==> src/rtl/hamming_pkg.sv <==
// Shared definitions for the extended Hamming(7,4) SECDED encoder/decoder pair:
// codeword bit positions, error classification codes and decoder FSM encoding.
package hamming_pkg;

    // Codeword bit positions (1-based Hamming position minus one; p0 is overall parity)
    localparam int unsigned P1_IDX = 0;
    localparam int unsigned P2_IDX = 1;
    localparam int unsigned D0_IDX = 2;
    localparam int unsigned P4_IDX = 3;
    localparam int unsigned D1_IDX = 4;
    localparam int unsigned D2_IDX = 5;
    localparam int unsigned D3_IDX = 6;
    localparam int unsigned P0_IDX = 7;

    // Error classification reported with each decoded word
    localparam logic [1:0] ERR_NONE = 2'b00;  // clean word
    localparam logic [1:0] ERR_CORR = 2'b01;  // single-bit error, corrected
    localparam logic [1:0] ERR_DBL  = 2'b10;  // double error, data not trustworthy
    localparam logic [1:0] ERR_P0   = 2'b11;  // only the overall parity bit flipped

    // Decoder FSM encoding; 2'b11 is unused and recovers to IDLE
    localparam logic [1:0] ST_IDLE  = 2'b00;
    localparam logic [1:0] ST_CHECK = 2'b01;
    localparam logic [1:0] ST_HOLD  = 2'b10;

endpackage

==> src/rtl/hamming_syndrome.sv <==
// Combinational SECDED check: syndrome, error class and corrected dataword
// for one 8-bit extended Hamming(7,4) codeword.
module hamming_syndrome
    import hamming_pkg::*;
(
    input  logic [7:0] i_code,
    output logic [2:0] o_syndrome,
    output logic [1:0] o_err,
    output logic [3:0] o_data
);

    logic       w_s1;
    logic       w_s2;
    logic       w_s4;
    logic       w_pchk;
    logic [2:0] w_syn;
    logic [2:0] w_pos;
    logic [7:0] w_fixed;

    assign w_s1   = i_code[P1_IDX] ^ i_code[D0_IDX] ^ i_code[D1_IDX] ^ i_code[D3_IDX];
    assign w_s2   = i_code[P2_IDX] ^ i_code[D0_IDX] ^ i_code[D2_IDX] ^ i_code[D3_IDX];
    assign w_s4   = i_code[P4_IDX] ^ i_code[D1_IDX] ^ i_code[D2_IDX] ^ i_code[D3_IDX];
    assign w_pchk = ^i_code;
    assign w_syn  = {w_s4, w_s2, w_s1};
    // Syndrome is a 1-based position; only meaningful when nonzero
    assign w_pos  = w_syn - 3'd1;

    // Classify the error and flip the bad bit only for a correctable single error;
    // a double error passes the raw data bits through untouched.
    always_comb begin
        o_err   = ERR_NONE;
        w_fixed = i_code;
        if (w_syn == 3'd0) begin
            o_err = w_pchk ? ERR_P0 : ERR_NONE;
        end else if (w_pchk) begin
            o_err   = ERR_CORR;
            w_fixed = i_code ^ (8'd1 << w_pos);
        end else begin
            o_err = ERR_DBL;
        end
    end

    assign o_syndrome = w_syn;
    assign o_data     = {w_fixed[D3_IDX], w_fixed[D2_IDX], w_fixed[D1_IDX], w_fixed[D0_IDX]};

endmodule

==> src/rtl/hamming_secded_decoder.sv <==
// Sequential SECDED decoder: accepts one codeword per handshake, presents the
// decoded result until consumed, and keeps saturating error counters.
module hamming_secded_decoder
    import hamming_pkg::*;
#(
    parameter int CNT_W = 8
) (
    input  logic             clk,
    input  logic             rst_n,
    input  logic             in_valid,
    output logic             in_ready,
    input  logic [7:0]       code_in,
    output logic             out_valid,
    input  logic             out_ready,
    output logic [3:0]       data_out,
    output logic [2:0]       syndrome,
    output logic [1:0]       err,
    input  logic             clr_cnt,
    output logic [CNT_W-1:0] corr_cnt,
    output logic [CNT_W-1:0] uncorr_cnt
);

    localparam logic [CNT_W-1:0] CNT_ONE = {{(CNT_W-1){1'b0}}, 1'b1};

    logic [1:0]       r_state;
    logic [1:0]       w_state_nxt;
    logic [7:0]       r_code;
    logic             r_out_valid;
    logic [3:0]       r_data;
    logic [2:0]       r_syndrome;
    logic [1:0]       r_err;
    logic [CNT_W-1:0] r_corr_cnt;
    logic [CNT_W-1:0] r_uncorr_cnt;

    logic [2:0]       w_syndrome;
    logic [1:0]       w_err;
    logic [3:0]       w_data;
    logic             w_inc_corr;
    logic             w_inc_uncorr;

    hamming_syndrome u_syndrome (
        .i_code     (r_code),
        .o_syndrome (w_syndrome),
        .o_err      (w_err),
        .o_data     (w_data)
    );

    // Next-state logic: IDLE -> CHECK on accept, CHECK -> HOLD, HOLD -> IDLE on consume
    always_comb begin
        w_state_nxt = ST_IDLE;
        case (r_state)
            ST_IDLE:  w_state_nxt = in_valid  ? ST_CHECK : ST_IDLE;
            ST_CHECK: w_state_nxt = ST_HOLD;
            ST_HOLD:  w_state_nxt = out_ready ? ST_IDLE : ST_HOLD;
            default:  w_state_nxt = ST_IDLE;
        endcase
    end

    // State register and input capture; the codeword is latched only on a transfer
    always_ff @(posedge clk or negedge rst_n) begin
        if (!rst_n) begin
            r_state <= ST_IDLE;
            r_code  <= 8'd0;
        end else begin
            r_state <= w_state_nxt;
            if (r_state == ST_IDLE && in_valid) begin
                r_code <= code_in;
            end
        end
    end

    // Result registers: loaded once in CHECK, then frozen while out_valid is held
    always_ff @(posedge clk or negedge rst_n) begin
        if (!rst_n) begin
            r_out_valid <= 1'b0;
            r_data      <= 4'd0;
            r_syndrome  <= 3'd0;
            r_err       <= ERR_NONE;
        end else begin
            if (r_state == ST_CHECK) begin
                r_out_valid <= 1'b1;
                r_data      <= w_data;
                r_syndrome  <= w_syndrome;
                r_err       <= w_err;
            end else if (r_state == ST_HOLD && out_ready) begin
                r_out_valid <= 1'b0;
            end else if (r_state != ST_HOLD) begin
                r_out_valid <= 1'b0;
            end
        end
    end

    assign w_inc_corr   = (r_state == ST_CHECK) && ((w_err == ERR_CORR) || (w_err == ERR_P0));
    assign w_inc_uncorr = (r_state == ST_CHECK) && (w_err == ERR_DBL);

    // Saturating error counters; a clear wins over a same-cycle increment
    always_ff @(posedge clk or negedge rst_n) begin
        if (!rst_n) begin
            r_corr_cnt   <= '0;
            r_uncorr_cnt <= '0;
        end else if (clr_cnt) begin
            r_corr_cnt   <= '0;
            r_uncorr_cnt <= '0;
        end else begin
            if (w_inc_corr && (r_corr_cnt != '1)) begin
                r_corr_cnt <= r_corr_cnt + CNT_ONE;
            end
            if (w_inc_uncorr && (r_uncorr_cnt != '1)) begin
                r_uncorr_cnt <= r_uncorr_cnt + CNT_ONE;
            end
        end
    end

    assign in_ready   = (r_state == ST_IDLE);
    assign out_valid  = r_out_valid;
    assign data_out   = r_data;
    assign syndrome   = r_syndrome;
    assign err        = r_err;
    assign corr_cnt   = r_corr_cnt;
    assign uncorr_cnt = r_uncorr_cnt;

endmodule

==> config.mk <==
export PLATFORM = sky130hd
export DESIGN_NAME = hamming_secded_decoder
export DESIGN_NICKNAME = d
export VERILOG_FILES = /design/src/rtl/hamming_pkg.sv /design/src/rtl/hamming_syndrome.sv /design/src/rtl/hamming_secded_decoder.sv
export SDC_FILE = /design/constraint.sdc
export NUM_CORES = 1
export LEC_CHECK = 0
export CORE_MARGIN = 8
export CORE_UTILIZATION = 56
export DETAILED_ROUTE_END_ITERATION = 10
export DONT_BUFFER_PORTS = 1
export PLACE_DENSITY = 0.8
export SETUP_SLACK_MARGIN = 0.15
export SLEW_MARGIN = 40
export SYNTH_ARGS = -nofsm -noshare
export SYNTH_HDL_FRONTEND = slang
export SYNTH_SLANG_ARGS = --single-unit
==> constraint.sdc <==
create_clock -name clk -period 2.4 [get_ports clk]
set_input_delay 0.48 -clock clk [delete_from_list [all_inputs] [get_ports clk]]
set_output_delay 0.48 -clock clk [all_outputs]
set_load 0.03 [all_outputs]
## Yosys cells after proc, flatten, opt, wreduce, memory -nomap -nowiden

Cells that the tools add are included.

- Add/sub/neg operators: 3
- Eq/ne operators: 8
- Shift operators: 1
- Mux-type cells: 15
- Bitwise gates (word level): 10
- Reduce and logical (&&, ||, !) cells: 13

Operators with widths:

| kind | number |
|---|---|
| 8-bit two-way mux | 4 |
| 8-bit by 1-bit adder with 8-bit output (second input constant) | 2 |
| 8-bit != test (second input constant) | 2 |
| 7-bit two-way mux | 2 |
| 1-bit bitwise XOR | 9 |
| 2-bit two-way mux | 4 |
| 8-bit XOR reduction | 1 |
| 1-bit by 3-bit left shift with 7-bit output (first input constant) | 1 |
| 7-bit bitwise XOR | 1 |
| 2-bit equality test (second input constant) | 3 |
| 1-bit logical AND | 6 |
| 2-bit one-hot mux with 3 select lines | 1 |
| 2-bit by 1-bit equality test with 1-bit output (second input constant) | 2 |
| 1-bit two-way mux | 4 |
| 2-bit nonzero test | 2 |
| 3-bit logical NOT | 1 |
| 3-bit nonzero test | 1 |
| 3-bit by 1-bit subtractor with 3-bit output (second input constant) | 1 |
| 2-bit logical NOT | 1 |
| 2-bit != test (second input constant) | 1 |
| 1-bit logical OR | 1 |

- Register bits: 36
- Logic and storage cells: 58

## Longest topological paths before layout

Gate-level depths: netlist of the first run.

- Word-level depth: 11
- Depth in mapped cells: 11

## By module

Synthesis of the first run repeated with hierarchy kept, for this count alone.

- Cells, all modules: 170
- Area total of the unflattened synthesis: 1934.4 um2

By module, submodules not included:

| module | times used | cells an instance | area an instance (um2) | sequential area each (um2) |
|---|---|---|---|---|
| hamming_secded_decoder | 1 | 133 | 1612.8 | 900.9 |
| hamming_syndrome | 1 | 37 | 321.6 | 0.0 |

## Worst setup path before layout of the first run

No wires, ideal clock.

- Kind: register to register
- Start point: reg r_code[5]
- End point: reg r_uncorr_cnt[5] (netlist: uncorr_cnt[5])
- Setup time: 0.132 ns
- Arrival: 2.323 ns
- Required time: 2.268 ns
- Setup slack: -0.055 ns
- Stages on the path, launching flop included: 11
- Buffers on the path: 1
- Clock period less this slack: 2.455 ns
- Cell sequence: dfrtp_1 xnor2_2 xor2_1 xor2_2 buf_6 ha_1 nand3b_1 a311oi_1 nand3_1 xor2_1 nor2_1

- Word-level cells in the longest chain between the ends: 8
- Elaborated cells between the ends (all ways): 13

RTL lines:

| element | RTL line | source |
|---|---|---|
| start: declaration | hamming_secded_decoder.sv:27 | `logic [7:0] r_code;` |
| start signal: assignment | hamming_secded_decoder.sv:67 | `r_code <= code_in;` |
| 1-bit bitwise XOR, on equally long branches (2 in series) | hamming_syndrome.sv:21, hamming_syndrome.sv:22 |  |
| 3-bit logical NOT | hamming_syndrome.sv:33 | `if (w_syn == 3'd0) begin` |
| 2-bit two-way mux * | hamming_syndrome.sv:33 |  |
| 2-bit equality test * | hamming_secded_decoder.sv:94 | `assign w_inc_uncorr = (r_state == ST_CHECK) && (w_err == ERR_DBL);` |
| 1-bit logical AND * | hamming_secded_decoder.sv:94 |  |
| 1-bit logical AND * | hamming_secded_decoder.sv:108 | `if (w_inc_uncorr && (r_uncorr_cnt != '1)) begin` |
| 2-bit nonzero test (no source line) * | -- |  |
| end signal: assignment | hamming_secded_decoder.sv:109 | `r_uncorr_cnt <= r_uncorr_cnt + CNT_ONE;` |
| end: declaration | hamming_secded_decoder.sv:33 | `logic [CNT_W-1:0] r_uncorr_cnt;` |

Mark *: on every way between the ends. The rest lies on a longest branch, timed or not.
A chain may end at the register's enable or synchronous reset.

## Worst setup path in the final report of the first run

- Start point: reg r_code[1]
- End point: reg r_uncorr_cnt[6] (netlist: uncorr_cnt[6])

- Word-level cells in the longest chain between the ends: 9
- Elaborated cells between the ends (all ways): 12

RTL lines:

| element | RTL line | source |
|---|---|---|
| 1-bit bitwise XOR (3 in series) | hamming_syndrome.sv:21 | `assign w_s2 = i_code[P2_IDX] ^ i_code[D0_IDX] ^ i_code[D2_IDX] ^ i_code[D3_IDX];` |
| 3-bit logical NOT | hamming_syndrome.sv:33 |  |
| 2-bit two-way mux * | hamming_syndrome.sv:33 |  |
| 2-bit equality test * | hamming_secded_decoder.sv:94 |  |
| 1-bit logical AND * | hamming_secded_decoder.sv:94 |  |
| 1-bit logical AND * | hamming_secded_decoder.sv:108 |  |
| 2-bit nonzero test (no source line) * | -- |  |

Marked as above.

==> results.cfg, run 1 <==
[global_routing]
grt_max_degree = 37
grt_usage = 0.148
grt-ovfl-total = 0
grt_pass1_wl_mm = 6.04
antenna_found_initial = 0
grt_pass1_vias = 1305

[synthesis]
synth_largest_area_cell = dfrtp_1
synth_cell_type_count = 40
synth_nets = 184
synth_area_sq_um = 1850
synthCells = 168
synth_top_area_share = 0.487
synth_flop_cell = dfrtp_1
synth-seq-cells = 36
yosys_warnings = 0
syn_avg_cell_area_sq_um = 11.0
async_flop_share = 1.00
ys_seq_area_frac = 0.487
ys_top_cells_by_area = dfrtp_1 (49%), mux2_2 (6.1%), xnor2_1 (5.7%), o21ai_0 (3.5%), xnor2_2 (3.5%)
synth_edf_count = 0

[detailed_routing]
first_pass_iters = 7
route.detailed.drc = 0
routed_wl_mm = 3.82
wl_per_cell_um = 16.5
vias = 1306
post_drt_via_cell_ratio = 5.65
drtAntennaViolNets = 0
drt_iter0_markers = 63

[cells_and_area]
fillerInstances = 256
multiInputGateArea_sq_um = 986
seq_area_sq_um = 905
n_antenna_cell = 0
drive_gt1_frac = 0.276
fin_nets = 200
syn_to_final_growth_pct = 18.2
utilization = 0.671
stdcell_count = 231

[sta]
worst_slack_ns = 0.129
fin_skew_ns = 0.0100
fin_crit_ns = 2.27
worst_pin_slew_ns = 0.460
fmax_mhz = 440
fin_crit_sh = 0.946
relSlewSlack = 0.693
tns_ns = 0
drv_slew = 0
setup_viol = 0
finalHoldViolations = 0
rsz0062_at_grt = true

[placement]
hpwl_mm = 2.83
dp_cells = 213
pre_cts_slack_ns = 0.0768
gp_congestion = 0.770
port_buffers = 0

[clock_network]
htree_levels = 2
cts.sinks = 36
cts_buffers = 5
cts_root_buf = clkbuf_4
cts_tree = yes
clockBufferDepth = 2
insertion_delay_ns = 0.35
clk_pin_slew_worst_paths_ns = 0.11

[floorplan]
die_x_um = 73.5
core_sq_um = 3260
start_util = 0.568
die_h_um = 73.5
row_count = 21
ioPinCount = 40
die_area_sq_um = 5400

[critical_path]
end_kind = flop
arrival_ns = 2.52
crit_required_ns = 2.65
crit_type = flop to flop
crit_fanout = 3
worst_setup_path_start_kind = flop

[flow_run]
cap_violations = 0

[worst_hold_path]
hp-class = primary input to flop

[status]
status = finished, final reports clean
cells by family after synthesis:
group                    count (synthesis)  synth area share
flip-flops                              36             0.487
multiplexers                            15            0.0907
AND/OR/NAND/NOR                         58             0.166
adder cells (fa/ha/maj)                  3            0.0203
AO/OA/AOI/OAI                           24            0.0792
XOR/XNOR                                23             0.129
buffers and inverters                    9            0.0271
layout make-up:
| class | count | area share |
|---|---|---|
| Clock buffer | 7 | 0.0298 |
| Timing Repair Buffer | 16 | 0.0618 |
| Sequential cell | 36 | 0.414 |
| Multi-Input combinational cell | 123 | 0.451 |
| Clock inverter | 1 | 0.0137 |
| Tap cell | 46 | 0.0263 |
| Inverter | 2 | 0.00343 |
layer usage:
layer  share of wire  track usage
met2            0.54        0.263
met5               0            0
met3           0.095       0.0682
met1            0.35        0.141
met4           0.015       0.0665
state kept, by name (all words and copies together), names as in the netlist:
register,count
out_valid,1
err,2
uncorr_cnt,8
syndrome,3
r_state,2
r_code,8
data_out,4
corr_cnt,8
synthesized netlist by cell type, drive strengths merged, types with 4 or more instances:
cell and number:
nand2 16, o21ai 13, xnor2 16, nor2 14
dfrtp 36, a21oi 4, nand2b 4, mux2i 4
mux2 11, clkbuf 5, xor2 7
critical path, stage by stage (launching register included):
cell and delay (ns):
dfrtp_1 0.43, xnor2_2 0.28, xor2_2 0.25, xor2_2 0.22, ha_4 0.15, nand3b_1 0.15
a211oi_2 0.27, and4_1 0.24, xnor2_1 0.12, nor2_1 0.05
through the flow:
stage | area (sq um) | hold slack [ns]
after floorplan | 1910 | 0.184
after global placement | 1960 | 0.186
after detailed placement | 1960 | 0.186
after CTS | 2140 | 0.172
after global routing | 2190 | 0.162
final | 2190 | 0.183
layout by cell type, fill, tap and decap left out, types with 2 or more instances in the layout:
| master | instances |
|---|---|
| ha_1 | 2 |
| xor2_1 | 5 |
| and2_1 | 2 |
| mux2i_1 | 4 |
| nand4_1 | 2 |
| nand2b_1 | 4 |
| xor2_2 | 2 |
| nor2b_1 | 2 |
| nand3_1 | 3 |
| o21ai_0 | 13 |
| nand2_1 | 16 |
| or3_1 | 3 |
| a21oi_1 | 4 |
| xnor2_4 | 3 |
| clkbuf_4 | 5 |
| dfrtp_1 | 33 |
| and4_1 | 2 |
| o31ai_1 | 2 |
| nor4b_1 | 3 |
| inv_1 | 2 |
| nor2_1 | 13 |
| buf_4 | 14 |
| mux2_2 | 10 |
| dfrtp_2 | 3 |
| xnor2_1 | 9 |
| xnor2_2 | 4 |
| clkbuf_8 | 2 |
final timing paths:
| path | startpoint | depth (start not counted) | end | slack, ns |
|---|---|---|---|---|
| setup / recovery | r_code[1]$_DFFE_PN0P_ | 9 | uncorr_cnt[6]$_DFFE_PN0P_ | 0.13 |
| hold / removal | clr_cnt | 1 | uncorr_cnt[3]$_DFFE_PN0P_ | 0.18 |
| setup reg to reg | r_code[1]$_DFFE_PN0P_ | 9 | uncorr_cnt[6]$_DFFE_PN0P_ | 0.13 |
| hold reg to reg | r_code[7]$_DFFE_PN0P_ | 1 | r_code[7]$_DFFE_PN0P_ | 0.58 |
| max in group asynchronous | rst_n | 2 | r_code[6]$_DFFE_PN0P_ | 1.61 |
| min in group asynchronous | rst_n | 2 | corr_cnt[1]$_DFFE_PN0P_ | 0.59 |
repair_timing:
action,in CTS,in global routing
setup endpoints to repair,3,7
buffers inserted,4,4
endpoints found under the hold margin,36,0
hold buffers,2,0
pin swaps,7,8
cloned,0,0
resized for setup,4,3
Power of run 1 is not shown: default switching activity piles up to over one toggle a cycle in this logic, so the estimate is an artifact.
==> inputs of run 2 (changes only) <==
- CORE_UTILIZATION: 56 -> 45
- DONT_BUFFER_PORTS: 1 -> default
- GPL_ROUTABILITY_DRIVEN: default -> 0
- PLACE_DENSITY: 0.8 -> 0.81
- SKIP_CTS_REPAIR_TIMING: default -> 1
==> results.cfg, run 2 (synthesis gave the netlist of run 1 again) <==
[cells_and_area]
syn_to_final_growth_pct = 38.0
mostFrequentLayoutCells = clkdlybuf4s50_1 (39), dfrtp_1 (32), nand2_1 (16)
fillerInstances = 336
n_antenna_cell = 0
seq_area_sq_um = 906
mostFrequentLayoutCell = clkdlybuf4s50_1
multiInputGateArea_sq_um = 1010
drive_gt1_frac = 0.216
utilization = 0.643
final_area_sq_um = 2550
fin_nets = 234

[global_routing]
antenna_found_initial = 0
grt_pass1_vias = 1388
grt-ovfl-total = 0
grt_pass1_wl_mm = 6.35
grt_max_degree = 37
grt_usage = 0.125

[placement]
hpwl_mm = 2.75
port_buffers = 39
dpl_cell_area_sq_um = 2350

[critical_path]
worst_setup_path_start_kind = flop
cp_cell_sequence = xnor2_4, xor2_4, xor2_2, ha_4, nand3b_1, a311oi_2, nand3_1, xor2_1, nor2_1
cp-startpoint = r_code[5]$_DFFE_PN0P_
timing.critical_path.buf_inv = 0
endpoint = uncorr_cnt[5]$_DFFE_PN0P_
path_depth = 9
crit_type = flop to flop
crit_path_max_incr_delay_ns = 0.46
arrival_ns = 2.47
rr_worst_depth = 9
r2r_end = uncorr_cnt[5]$_DFFE_PN0P_
r2r_start = r_code[5]$_DFFE_PN0P_
slowest_stage = dfrtp_2
crit_required_ns = 2.62
cp_top_family = XOR/XNOR gates
crit_fanout = 3
ff2ff_setup_slack_ns = 0.14
end_kind = flop

[clock_network]
cts_root_buf = clkbuf_8
cts_tree = yes
insertion_delay_ns = 0.28
htree_levels = 2
cts.sinks = 36
cts_buffers = 5
clockBufferDepth = 2
clk_pin_slew_worst_paths_ns = 0.07

[sta]
finalHoldViolations = 0
fmax_mhz = 443
fin_skew_ns = 0.00383
rsz0062_at_grt = true
relSlewSlack = 0.714
fin_crit_sh = 0.940
worst_pin_slew_ns = 0.423
setup_viol = 0
drv_slew = 0
fin_crit_ns = 2.26

[detailed_routing]
post_drt_via_cell_ratio = 5.20
wl_met1_mm = 1.67
drt_iter0_markers = 43
routed_wl_mm = 3.83
vias = 1394
wl_per_cell_um = 14.3
highest_layer = met4
wl_met2_mm = 1.87
drtAntennaViolNets = 0
wl_met3_um = 232
first_pass_iters = 4
route.detailed.drc = 0

[worst_hold_path]
hp-class = flop to flop
hold_path.startpoint = data_out[3]$_DFFE_PN0P_

[power_and_ir_drop]
power.density_nw_per_um2 = 1630
ir_drop_uv = 996
p_leak_nw = 1.03

[floorplan]
die_area_sq_um = 6420
start_util = 0.466
core_sq_um = 3970
row_count = 23
die_x_um = 80.1
ioPinCount = 40
die_h_um = 80.1

[flow_run]
cap_violations = 0

[status]
status = finished, final reports clean
run 2: final cells by class:
cell class                 count  share of cell area
inverter                       2             0.00294
multi-input combinational    123               0.395
sequential                    36               0.355
clock buffer                   7              0.0377
timing repair buffer          50               0.185
tap                           50              0.0245
run 2: layer usage:
layer	track usage	vias to the layer above
li1	-	684
met1	0.149	676
met2	0.203	28
met3	0.0469	6
met4	0.0436	0
met5	0	-
run 2: where the power goes:
| group | switching, mW | internal, mW |
|---|---|---|
| Combinational | 1.38 | 1.33 |
| Sequential | 0.223 | 0.793 |
| Clock | 0.196 | 0.255 |
run 2: worst min-delay path by stage:
| stage | cells after the start | to | slack [ns] |
|---|---|---|---|
| floorplan | 0 | corr_cnt[0]$_DFFE_PN0P_ | 0.18 |
| CTS | 2 | data_out[3]$_DFFE_PN0P_ | 0.49 |
| global placement | 2 | data_out[3]$_DFFE_PN0P_ | 0.46 |
| global route | 2 | data_out[2]$_DFFE_PN0P_ | 0.52 |
| detailed placement | 2 | data_out[3]$_DFFE_PN0P_ | 0.47 |
| finish | 2 | data_out[3]$_DFFE_PN0P_ | 0.49 |
run 2: per-stage QoR:
step | std cells | hold WS, ns | setup slack [ns] | total power [mW] | setup TNS, ns
2_1_floorplan | 168 | 0.184 | 0.114 | 2.80 | 0
3_3_place_gp | 256 | 0.465 | 0.215 | 3.31 | 0
3_5_place_dp | 256 | 0.473 | 0.118 | 3.34 | 0
4_1_cts | 263 | 0.488 | 0.0828 | 3.84 | 0
5_1_grt | 268 | 0.524 | -0.0123 | 4.52 | -0.0219
6_report | 268 | 0.485 | 0.143 | 4.17 | 0
run 2: tightest hold or removal path: cells and delay by family (launching register included):
kind	cells	cell delay (ns)
AND/OR/NAND/NOR	1	0.05
flip-flops	1	0.34
AO/OA/AOI/OAI	1	0.06
No activity file was read; power rests on OpenSTA's default activity.
==> inputs of run 3 (changes only) <==
- SKIP_LAST_GASP: default -> 1
==> results of run 3 <==
No change in the layout: final DEF, timing and power equal those of run 2.
